===== src/rtl/ara_perf_snapshot_regs_if.sv =====
// APB bus bundle for the perf snapshot register file.
// Signal names match the register block's port names.
interface ara_perf_snapshot_regs_if #(
  parameter int unsigned AddrWidth = 32
);
  logic                 psel_i;
  logic                 penable_i;
  logic                 pwrite_i;
  logic [AddrWidth-1:0] paddr_i;
  logic [31:0]          pwdata_i;
  logic [31:0]          prdata_o;
  logic                 pready_o;
  logic                 pslverr_o;

  modport master (
    output psel_i, penable_i, pwrite_i, paddr_i, pwdata_i,
    input  prdata_o, pready_o, pslverr_o
  );

  modport slave (
    input  psel_i, penable_i, pwrite_i, paddr_i, pwdata_i,
    output prdata_o, pready_o, pslverr_o
  );
endinterface


===== src/rtl/ara_perf_snapshot_regs.sv =====
// APB register file holding 64-bit perf counter snapshots, read as LO/HI halves with
// HI shadowing so a LO-then-HI pair is always consistent.
module ara_perf_snapshot_regs #(
  parameter int unsigned AddrWidth = 32,
  parameter int unsigned SeqWidth  = 16
) (
  input  logic                           clk_i,
  input  logic                           rst_i,
  input  logic                           snap_update_i,
  input  logic [63:0]                    runtime_i,
  input  logic [63:0]                    dcache_stall_i,
  input  logic [63:0]                    icache_stall_i,
  input  logic [63:0]                    sb_full_i,
  output logic                           hw_cnt_en_o,
  ara_perf_snapshot_regs_if.slave        apb
);

  typedef enum logic [1:0] {StIdle, StWait, StResp} state_e;

  state_e r_state, w_state_d;

  logic [63:0]         r_snap   [4];
  logic [31:0]         r_shadow [4];
  logic [SeqWidth-1:0] r_seq;
  logic                r_snap_valid;
  logic                r_overrun;
  logic                r_pending;
  logic                r_cnt_en;

  logic [31:0] r_prdata;
  logic        r_pslverr;

  // Transfer attributes latched on WAIT->RESP, consumed by the RESP commit.
  logic        r_cmt_write;
  logic [3:0]  r_cmt_idx;
  logic [1:0]  r_cmt_sel;
  logic        r_cmt_is_cnt;
  logic [1:0]  r_cmt_wdata;
  logic [31:0] r_hi_cap;

  logic [3:0]  w_idx;
  logic [1:0]  w_cnt_sel;
  logic        w_is_cnt;
  logic        w_err;
  logic [63:0] w_snap_sel;
  logic [31:0] w_status;
  logic [31:0] w_rdata;
  logic        w_commit;
  logic        w_wr_ctrl;
  logic        w_clear;
  logic        w_w1c;
  logic        w_rd_lo;
  logic        w_rd_hi;
  logic        w_unused;

  assign w_unused = ^{apb.paddr_i[AddrWidth-1:6], apb.paddr_i[1:0], apb.pwdata_i[31:2]};

  always_comb begin
    w_state_d = r_state;
    unique case (r_state)
      StIdle:  if (apb.psel_i && apb.penable_i) w_state_d = StWait;
      StWait:  w_state_d = StResp;
      StResp:  w_state_d = StIdle;
      default: w_state_d = StIdle;
    endcase
  end

  assign w_idx = apb.paddr_i[5:2];

  // Offsets 0x08..0x24 map pairwise onto the four counters.
  always_comb begin
    w_is_cnt  = 1'b1;
    w_cnt_sel = 2'd0;
    case (w_idx[3:1])
      3'd1:    w_cnt_sel = 2'd0;
      3'd2:    w_cnt_sel = 2'd1;
      3'd3:    w_cnt_sel = 2'd2;
      3'd4:    w_cnt_sel = 2'd3;
      default: w_is_cnt  = 1'b0;
    endcase
  end

  assign w_err      = (w_idx >= 4'd10) || (apb.pwrite_i && w_is_cnt);
  assign w_snap_sel = r_snap[w_cnt_sel];
  assign w_status   = {16'(r_seq), 14'b0, r_overrun, r_snap_valid};

  always_comb begin
    w_rdata = 32'b0;
    if (!apb.pwrite_i && !w_err) begin
      if (w_idx == 4'd0) begin
        w_rdata = {31'b0, r_cnt_en};
      end else if (w_idx == 4'd1) begin
        w_rdata = w_status;
      end else if (w_is_cnt) begin
        w_rdata = w_idx[0] ? r_shadow[w_cnt_sel] : w_snap_sel[31:0];
      end
    end
  end

  assign w_commit  = (r_state == StResp) && !r_pslverr;
  assign w_wr_ctrl = w_commit && r_cmt_write && (r_cmt_idx == 4'd0);
  assign w_clear   = w_wr_ctrl && r_cmt_wdata[1];
  assign w_w1c     = w_commit && r_cmt_write && (r_cmt_idx == 4'd1) && r_cmt_wdata[1];
  assign w_rd_lo   = w_commit && !r_cmt_write && r_cmt_is_cnt && !r_cmt_idx[0];
  assign w_rd_hi   = w_commit && !r_cmt_write && r_cmt_is_cnt && r_cmt_idx[0];

  always_ff @(posedge clk_i) begin
    if (rst_i) begin
      r_state      <= StIdle;
      r_prdata     <= 32'b0;
      r_pslverr    <= 1'b0;
      r_cmt_write  <= 1'b0;
      r_cmt_idx    <= 4'b0;
      r_cmt_sel    <= 2'b0;
      r_cmt_is_cnt <= 1'b0;
      r_cmt_wdata  <= 2'b0;
      r_hi_cap     <= 32'b0;
    end else begin
      r_state      <= w_state_d;
      // Response data lives only in RESP; zero in every other state.
      r_prdata     <= (r_state == StWait) ? w_rdata : 32'b0;
      r_pslverr    <= (r_state == StWait) && w_err;
      if (r_state == StWait) begin
        r_cmt_write  <= apb.pwrite_i;
        r_cmt_idx    <= w_idx;
        r_cmt_sel    <= w_cnt_sel;
        r_cmt_is_cnt <= w_is_cnt;
        r_cmt_wdata  <= apb.pwdata_i[1:0];
        r_hi_cap     <= w_snap_sel[63:32];
      end
    end
  end

  always_ff @(posedge clk_i) begin
    if (rst_i) begin
      for (int i = 0; i < 4; i++) begin
        r_snap[i]   <= 64'b0;
        r_shadow[i] <= 32'b0;
      end
      r_seq        <= '0;
      r_snap_valid <= 1'b0;
      r_overrun    <= 1'b0;
      r_pending    <= 1'b0;
      r_cnt_en     <= 1'b0;
    end else begin
      if (w_wr_ctrl) r_cnt_en <= r_cmt_wdata[0];
      if (w_clear) begin
        for (int i = 0; i < 4; i++) begin
          r_snap[i]   <= 64'b0;
          r_shadow[i] <= 32'b0;
        end
        r_seq        <= '0;
        r_snap_valid <= 1'b0;
        r_overrun    <= 1'b0;
        r_pending    <= 1'b0;
      end else begin
        if (snap_update_i) begin
          r_snap[0]    <= runtime_i;
          r_snap[1]    <= dcache_stall_i;
          r_snap[2]    <= icache_stall_i;
          r_snap[3]    <= sb_full_i;
          r_snap_valid <= 1'b1;
          r_seq        <= r_seq + SeqWidth'(1);
        end
        // r_hi_cap was sampled with the LO data, so an update landing now cannot tear the pair.
        if (w_rd_lo) r_shadow[r_cmt_sel] <= r_hi_cap;
        if (w_rd_lo) begin
          r_pending <= 1'b1;
        end else if (w_rd_hi) begin
          r_pending <= 1'b0;
        end
        if (snap_update_i && (r_pending || w_rd_lo)) begin
          r_overrun <= 1'b1;
        end else if (w_w1c) begin
          r_overrun <= 1'b0;
        end
      end
    end
  end

  assign hw_cnt_en_o   = r_cnt_en;
  assign apb.prdata_o  = r_prdata;
  assign apb.pslverr_o = r_pslverr;
  assign apb.pready_o  = (r_state == StResp);

endmodule


===== src/flat_wrapper.sv =====
// flat-port wrapper written by rule: the top's interface ports become plain ports
module ara_perf_snapshot_regs_flat 
#(
  parameter int unsigned AddrWidth = 32,
  parameter int unsigned SeqWidth  = 16
)
  (clk_i, rst_i, snap_update_i, runtime_i, dcache_stall_i, icache_stall_i, sb_full_i, hw_cnt_en_o, apb_psel_i, apb_penable_i, apb_pwrite_i, apb_paddr_i, apb_pwdata_i, apb_prdata_o, apb_pready_o, apb_pslverr_o);
  ara_perf_snapshot_regs_if #(.AddrWidth(AddrWidth)) apb_i ();
  input  logic clk_i;
  input  logic rst_i;
  input  logic snap_update_i;
  input  logic [63:0] runtime_i;
  input  logic [63:0] dcache_stall_i;
  input  logic [63:0] icache_stall_i;
  input  logic [63:0] sb_full_i;
  output logic hw_cnt_en_o;
  input wire logic [$bits(apb_i.psel_i)-1:0] apb_psel_i;
  input wire logic [$bits(apb_i.penable_i)-1:0] apb_penable_i;
  input wire logic [$bits(apb_i.pwrite_i)-1:0] apb_pwrite_i;
  input wire logic [$bits(apb_i.paddr_i)-1:0] apb_paddr_i;
  input wire logic [$bits(apb_i.pwdata_i)-1:0] apb_pwdata_i;
  output wire logic [$bits(apb_i.prdata_o)-1:0] apb_prdata_o;
  output wire logic [$bits(apb_i.pready_o)-1:0] apb_pready_o;
  output wire logic [$bits(apb_i.pslverr_o)-1:0] apb_pslverr_o;
  assign apb_i.psel_i = apb_psel_i;
  assign apb_i.penable_i = apb_penable_i;
  assign apb_i.pwrite_i = apb_pwrite_i;
  assign apb_i.paddr_i = apb_paddr_i;
  assign apb_i.pwdata_i = apb_pwdata_i;
  assign apb_prdata_o = apb_i.prdata_o;
  assign apb_pready_o = apb_i.pready_o;
  assign apb_pslverr_o = apb_i.pslverr_o;
  ara_perf_snapshot_regs #(.AddrWidth(AddrWidth), .SeqWidth(SeqWidth)) u_core (.clk_i(clk_i), .rst_i(rst_i), .snap_update_i(snap_update_i), .runtime_i(runtime_i), .dcache_stall_i(dcache_stall_i), .icache_stall_i(icache_stall_i), .sb_full_i(sb_full_i), .hw_cnt_en_o(hw_cnt_en_o), .apb(apb_i));
endmodule

===== config.mk =====
export PLATFORM = sky130hd
export DESIGN_NAME = ara_perf_snapshot_regs_flat
export DESIGN_NICKNAME = d
export VERILOG_FILES = /design/src/rtl/ara_perf_snapshot_regs_if.sv /design/src/rtl/ara_perf_snapshot_regs.sv /design/src/flat_wrapper.sv
export SDC_FILE = /design/constraint.sdc
export NUM_CORES = 1
export LEC_CHECK = 0
export CORE_MARGIN = 5
export CORE_UTILIZATION = 57
export DETAILED_ROUTE_END_ITERATION = 12
export PLACE_DENSITY_LB_ADDON = 0.08
export SLEW_MARGIN = 25
export SYNTH_ARGS = -nofsm -noshare
export SYNTH_HDL_FRONTEND = slang
export SYNTH_SLANG_ARGS = --single-unit

===== constraint.sdc =====
create_clock -name clk_i -period 4.09 [get_ports clk_i]
set_clock_uncertainty 0.1 [all_clocks]
set_input_delay 0.6135 -clock clk_i [delete_from_list [all_inputs] [get_ports clk_i]]
set_output_delay 0.6135 -clock clk_i [all_outputs]
set_load 0.005 [all_outputs]

## Word level (Yosys, flattened, before mapping)

Memory sizes are Yosys's and may differ from the RTL's.
Index checks and enable logic that the tools add are counted.

- Register bits: 97
- Bits in writable memories: 384
- Input bits: 326
- Output and inout bits: 35
- Logic and storage cells: 117
- Memories: 2

Memories:

| name | words | width | rd ports | clocked after memory_dff | write ports | RTL line | source |
|---|---|---|---|---|---|---|---|
| u_core.r_snap | 4 | 64 | 1 | 0 | 4 | ara_perf_snapshot_regs.sv:22 | `logic [63:0] r_snap [4];` |
| u_core.r_shadow | 4 | 32 | 1 | 0 | 4 | ara_perf_snapshot_regs.sv:23 | `logic [31:0] r_shadow [4];` |

- Add/sub/neg operators: 1
- Order comparisons: 1
- Equality and inequality tests: 9
- Muxes and demuxes: 40
- Bitwise gates (word level): 15
- Reduce and logical (&&, ||, !) cells: 33

Operator list:

| kind | number |
|---|---|
| $mux W64 | 8 |
| $mux W32 | 8 |
| $reduce_or A32 Y1 | 1 |
| $mux W1 | 20 |
| $add A16 B1 Y16 const B | 1 |
| $logic_and A1 B1 Y1 | 15 |
| $or A1 B1 Y1 | 12 |
| $eq A4 B1 Y1 const B | 2 |
| $logic_not A4 Y1 | 2 |
| $reduce_or A4 Y1 | 2 |
| $eq A3 B2 Y1 const B | 2 |
| $pmux W2 S3 | 1 |
| $reduce_or A6 Y1 | 1 |
| $logic_not A1 Y1 | 5 |
| $ge A4 B4 Y1 const B | 1 |
| $mux W2 | 2 |
| $pmux W2 S2 | 1 |
| $reduce_bool A2 Y1 | 2 |
| $eq A3 B1 Y1 const B | 1 |
| $eq A3 B3 Y1 const B | 1 |
| $not A1 Y1 | 3 |
| $reduce_or A3 Y1 | 1 |
| $eq A2 B1 Y1 const B | 1 |
| $eq A2 B2 Y1 const B | 1 |
| 4 further kinds | 5 |

## Longest topological paths before layout

Gate-level depths: netlist of run 1.

- Depth after elaboration: 11
- Gate-level depth with buffers: 8
- Gate-level depth less buffers: 5

## Least setup slack after synthesis of run 1

Ideal clock, no wire load.

- Path type: flip-flop to flip-flop
- Start: register u_core.r_cmt_idx[3]
- End: memory u_core.r_snap[0][0], enable pin
- Library setup time: 0.394 ns
- Arrival: 2.181 ns
- Required time: 3.596 ns
- Path slack: 1.415 ns
- Cell stages (with the launch flop): 6
- Buffers on the path: 2
- Period minus slack after synthesis: 2.675 ns
- Path through: dfxtp_1 -> nor4b_1 -> a41o_1 -> buf_2 -> clkbuf_1 -> or2_2

RTL lines:

| item | RTL line | source |
|---|---|---|
| from (decl) | ara_perf_snapshot_regs.sv:35 | `logic [3:0] r_cmt_idx;` |
| from (signal assigned) | ara_perf_snapshot_regs.sv:125 | `r_cmt_idx <= w_idx;` |
| to (decl) | ara_perf_snapshot_regs.sv:22 |  |

==> impl_metrics.ini, run 1 <==
[outcome]
status = finished, final reports clean

[clocking]
root_buffer = clkbuf_16
cts_resized = 0
postCtsSetupBuffers = 0
ctsHtreeMaxLevel = 2
clock_latency_ns = 0.58
clockBufferDepth = 3
cts_sinks = 481
path_clk_slew_ns = 0.06
cts-buffers-inserted = 49
cts_tree = built
cts_hold_buf = 0

[drt]
firstDrtPassIters = 5
drt_iter0_markers = 1446
vias = 14500
ant_nets = 0
drc = 0
routed_via_density = 5.88
avgRoutedWirePerCell_um = 22.7
route.final.wire_length_mm = 55.8

[grt]
grt_usage_pct = 27.2
grt_pass1_vias = 14700
grt_max_degree = 127
antenna_found_initial = 10
overflow = 0
grt_pass1_wl_mm = 85.2

[setup_path]
crit_path_end_kind = flop
start_kind = flop
worstSetupPathType = reg2reg
cp_max_fo = 18
critical_path_arrival_ns = 3.24
crit_required_ns = 4.24

[synthesis]
synth_area_um2 = 20600
asyncSetResetFlopFracSynth_pct = 0
ys_warn_count = 0
synth_flop_cell = edfxtp_1
synth-edff-count = 320
netlist_instances = 1697
ys_ff_latch = 481
synth_cell_type_count = 60
syn_avg_cell_area_um2 = 12.1
ys_seq_area_share_pct = 62.3
syn_nets = 2024

[floorplanning]
die_w_um = 200
design.portCount = 361
die_h_um = 200
die-area_um2 = 40100
rows = 69
start_util_pct = 57.8
core_area_um2 = 35700

[sta]
max_slew_margin_pct = 35.0
timing.final.max_slew_violations = 0
setup_ws_ns = 1.00
setup_viol = 0
fmax_mhz = 324
tns_ns = 0
min_period_ns = 3.09
hold_violations = 0
worst_slew_pin_slew_ns = 0.973
rsz0062_at_grt = false
post-route-period-util_pct = 75.6

[power_and_ir_drop]
p_total_mw = 10.7
power_density_nw_per_um2 = 420
peakVddDrop_uv = 284
p_leak_nw = 9.95

[layout]
final_cell_count_no_fill = 2462
nets = 2287
postLayoutCellArea_um2 = 25500
syn2layout_area_growth_pct = 23.6
final_common_cell = edfxtp_1
multiInputGateArea_um2 = 7060
seq_area_um2 = 12800
fill_cells = 2514
drive_gt1_share_pct = 8.95
layout_common_cells = edfxtp_1, clkdlybuf4s50_1, and2_1, dfxtp_1, nand2_1

[run]
maxCapViolCount = 0

[place]
place_ws_ns = 0.477
dp_hpwl_mm = 37.6
postPlaceCellArea_um2 = 24000
gp_congestion = 0.849
port_buffers = 302
placed_cells = 2370

[min_path]
min_path_type = reg2reg
[cells by family (layout without fill, tap and decap cells)]
kind of cell               Yosys count  after routing  synth area share, %
muxes                              122            122                 7.87
other                                0              1                    0
AOI/OAI and AO/OA                  271            271                 8.46
adders and majority gates            1              1               0.0607
xor gates and xnor gates            12             12                0.510
DFF                                481            481                 62.3
and+or+nand+nor                    651            651                 17.1
buffers and inverters              159            462                 3.70
[state kept, by name (all words and copies together), names as in the netlist]
signal,flops
u_core.r_pending,1
u_core.r_snap,256
u_core.r_overrun,1
u_core.r_hi_cap,32
u_core.r_cmt_write,1
u_core.r_snap_valid,1
u_core.apb.pslverr_o,1
u_core.r_cmt_idx,4
u_core.r_shadow,128
u_core.apb.prdata_o,32
u_core.hw_cnt_en_o,1
u_core.r_cmt_sel,2
u_core.r_state,2
u_core.r_seq,16
u_core.r_cmt_is_cnt,1
u_core.r_cmt_wdata,2
[worst paths after layout]
check	startpoint	endpoint	cells after the start	slack, ns
worst max-delay path	u_core.r_state[1]	u_core.r_shadow[2][23]	5	1.0
worst min-delay path	u_core.r_cmt_idx[3]	u_core.r_cmt_idx[3]	2	0.36
worst max register to register	u_core.r_state[1]	u_core.r_shadow[2][23]	5	1.0
worst min register to register	u_core.r_cmt_idx[3]	u_core.r_cmt_idx[3]	2	0.36
[per-stage QoR]
step                util (%)  hold WS, ns
floorplan                  -        0.329
global placement        67.2        0.342
detailed placement      67.2        0.355
CTS                     71.4        0.364
global route            71.4        0.383
finish                  71.4        0.365
[metal layers]
metal | up-vias | global-route usage (%) | wire (um)
met5 | - | 0 | 103
met4 | 16 | 6.71 | 1180
met3 | 105 | 7.60 | 5370
met2 | 664 | 43.0 | 26100
met1 | 6996 | 37.8 | 23100
li1 | 6703 | - | -
[area by class of cell]
| type | instances | area share, % |
|---|---|---|
| clock inverters | 7 | 0.260 |
| repair buffers | 352 | 13.5 |
| diodes | 1 | 0.00983 |
| flip-flops and latches | 481 | 50.4 |
| clock buffers | 84 | 5.59 |
| multi-input cells | 1057 | 27.7 |
| well taps | 461 | 2.27 |
| inverters | 19 | 0.280 |
[critical path: stages, from the launching register on]
cell	delay, ns
dfxtp_1	0.47
or3b_1	0.40
or3_4	0.42
nor2_4	0.15
a21o_1	0.79
buf_4	0.41
[where the power goes]
group / internal [mW] / leakage, nW / total (mW) / switching (mW)
Sequential: 5.42 / 4.75 / 5.51 / 0.0946
Clock: 2.42 / 0.720 / 4.22 / 1.80
Combinational: 0.485 / 4.48 / 0.971 / 0.486
Total: 8.32 / 9.95 / 10.7 / 2.38
[cell usage after synthesis (all sizes together) (3+ instances only)]
cell       n  share of area (%)
nor4b      3               0.16
nand4      5               0.15
xor2       8               0.34
and3     126                3.8
a32o       3               0.15
o22a      14               0.59
nor4      16               0.49
or2       18               0.55
nor2      92                1.7
inv       18               0.33
xnor2      4               0.17
nand3     35               0.85
a2111oi   14               0.59
and4       4               0.17
nand2    133                2.4
a22oi      6               0.22
o22ai     28               0.85
nor2b      6               0.18
mux4      32                3.5
or3        4               0.15
buf       54                1.8
dfxtp    161                 16
a31o      14               0.59
clkbuf    86                1.6
edfxtp   320                 47
a21oi    107                2.6
o21ai     40               0.99
a221oi    21               0.89
and2     194                5.9
o21a       8               0.29
a21o       4               0.15
o211a      5               0.24
mux2i     89                4.3
nand2b     5               0.15
Power figures use the tool's default switching activity.
==> run 2: changes to the inputs <==
- CORE_UTILIZATION: 57 -> 53
- clock period: 4.09 -> 3 ns (I/O delays scaled with it)
==> impl_metrics.ini, run 2 (synthesis results as in run 1) <==
[outcome]
status = finished, final reports clean

[setup_path]
crit_required_ns = 3.33
worstSetupPathType = reg2reg
cp-startpoint = u_core.r_state[1]
crit_family = simple AND/OR/NAND/NOR gates
rrSetupSlack_ns = 0.32
r2r_cells = 5
worst-path-stages = 5
start_kind = flop
crit_end = u_core.r_shadow[0][4]
worst_path_largest_cell_delay_ns = 0.60
critical_path_arrival_ns = 3.02
crit_slowest_cell = buf_4
crit_path_end_kind = flop
path_cells = or3b_1 -> or3_4 -> nor2_4 -> buf_4 -> and3_1
cp_num_buf_inv = 1
r2r-start = u_core.r_state[1]
reg2reg_to = u_core.r_shadow[0][4]
cp_max_fo = 89

[sta]
worst_slew_pin_slew_ns = 0.809
fmax_mhz = 373
post-route-period-util_pct = 89.5
holdWs_ns = 0.104
max_slew_margin_pct = 46.1
rsz0062_at_grt = false
tns_ns = 0
min_period_ns = 2.68
hold_violations = 0
timing.final.max_slew_violations = 0
setup_viol = 0

[layout]
drive_gt1_share_pct = 10.7
fin_util_pct = 67.2
nets = 2320
final_common_cell = edfxtp_1
postLayoutCellArea_um2 = 25900
regMostFlops = u_core.r_snap
largest_reg_flops = 256
layout_common_cells = edfxtp_1, clkdlybuf4s50_1, and2_1, dfxtp_1, nand2_1
top_regs = u_core.r_snap: 256 flops, u_core.r_shadow: 128 flops
syn2layout_area_growth_pct = 25.8
fill_cells = 2951
final_cell_count_no_fill = 2554

[floorplanning]
die_w_um = 207
die_h_um = 207
core_area_um2 = 38600
rows = 72
design.portCount = 361
die-area_um2 = 42900
start_util_pct = 53.4

[drt]
vias = 14600
drc = 0
routed_via_density = 5.70
route.final.wire_length_mm = 56.9
drt_iter0_markers = 1187
avgRoutedWirePerCell_um = 22.3
ant_nets = 0
firstDrtPassIters = 5

[clocking]
clockBufferDepth = 3
cts_resized = 0
root_buffer = clkbuf_16
clock_latency_ns = 0.60
cts-buffers-inserted = 49
postCtsSetupBuffers = 0
cts_tree = built
ctsHtreeMaxLevel = 2
cts_sinks = 481
path_clk_slew_ns = 0.06
cts_hold_buf = 0

[place]
dp_hpwl_mm = 39.5
port_buffers = 302
placed_cells = 2460
postPlaceCellArea_um2 = 24400
gp_congestion = 0.857

[grt]
use_met3_pct = 5.99
grt_pass1_wl_mm = 86.8
grt-busiest-layer = met2
antenna_found_initial = 10
use_met1_pct = 36.7
grt_pass1_vias = 14700
overflow = 0
gr-usage-met2_pct = 40.6
grt_usage_pct = 25.8
grt_max_degree = 193

[power_and_ir_drop]
power_density_nw_per_um2 = 568
peakVddDrop_uv = 431
p_leak_nw = 10.2

[run]
maxCapViolCount = 0

[min_path]
min_path_type = in2reg
## run 2: metal layers
layer / up-vias / part of all wire [%]
li1: 6774 / -
met1: 7077 / 42
met2: 589 / 47
met3: 107 / 8.2
met4: 12 / 2.3
met5: - / 0.17
## run 2: final cells by class
class | count | area, um^2 | share of cell area [%]
Antenna cell | 3 | 7.51 | 0.0290
Timing Repair Buffer | 385 | 3750 | 14.5
Clock buffer | 78 | 1470 | 5.66
Inverter | 19 | 71.3 | 0.275
Multi-Input combinational cell | 1057 | 7060 | 27.2
Tap cell | 518 | 648 | 2.50
Clock inverter | 13 | 83.8 | 0.323
Sequential cell | 481 | 12800 | 49.5
## run 2: worst min path at each step
stage	end	cells after the start	startpoint
after CTS	u_core.r_cmt_idx[1]	2	rst_i
after global routing	u_core.r_cmt_idx[1]	2	rst_i
final	u_core.r_cmt_idx[1]	2	rst_i
after floorplan	u_core.r_snap_valid	2	u_core.r_snap_valid
after global placement	u_core.r_snap_valid	2	u_core.r_snap_valid
after detailed placement	u_core.r_cmt_idx[2]	2	u_core.r_cmt_idx[2]
## run 2: worst reg2reg max path, stage by stage, from the launching register on
cell and delay [ns]:
dfxtp_1 0.48, or3b_1 0.42, or3_4 0.42, nor2_4 0.19, buf_4 0.60, and3_1 0.31
## run 2: through the flow
stage / setup slack (ns) / total power [mW]
after floorplan: 0.325 / 8.29
after global placement: -0.0712 / 8.99
after detailed placement: -0.114 / 9.03
after CTS: 0.351 / 14.8
after global routing: 0.205 / 15.2
final: 0.316 / 14.7
## run 2: where the power goes
group	switching [mW]	internal, mW	total [mW]
sequential	0.134	7.39	7.52
combinational	0.667	0.696	1.36
clock	2.49	3.36	5.84
==> run 3: changes to the inputs <==
- CAP_MARGIN: default -> 20
==> results of run 3 <==
No change in the layout: final DEF, timing and power equal those of run 2.
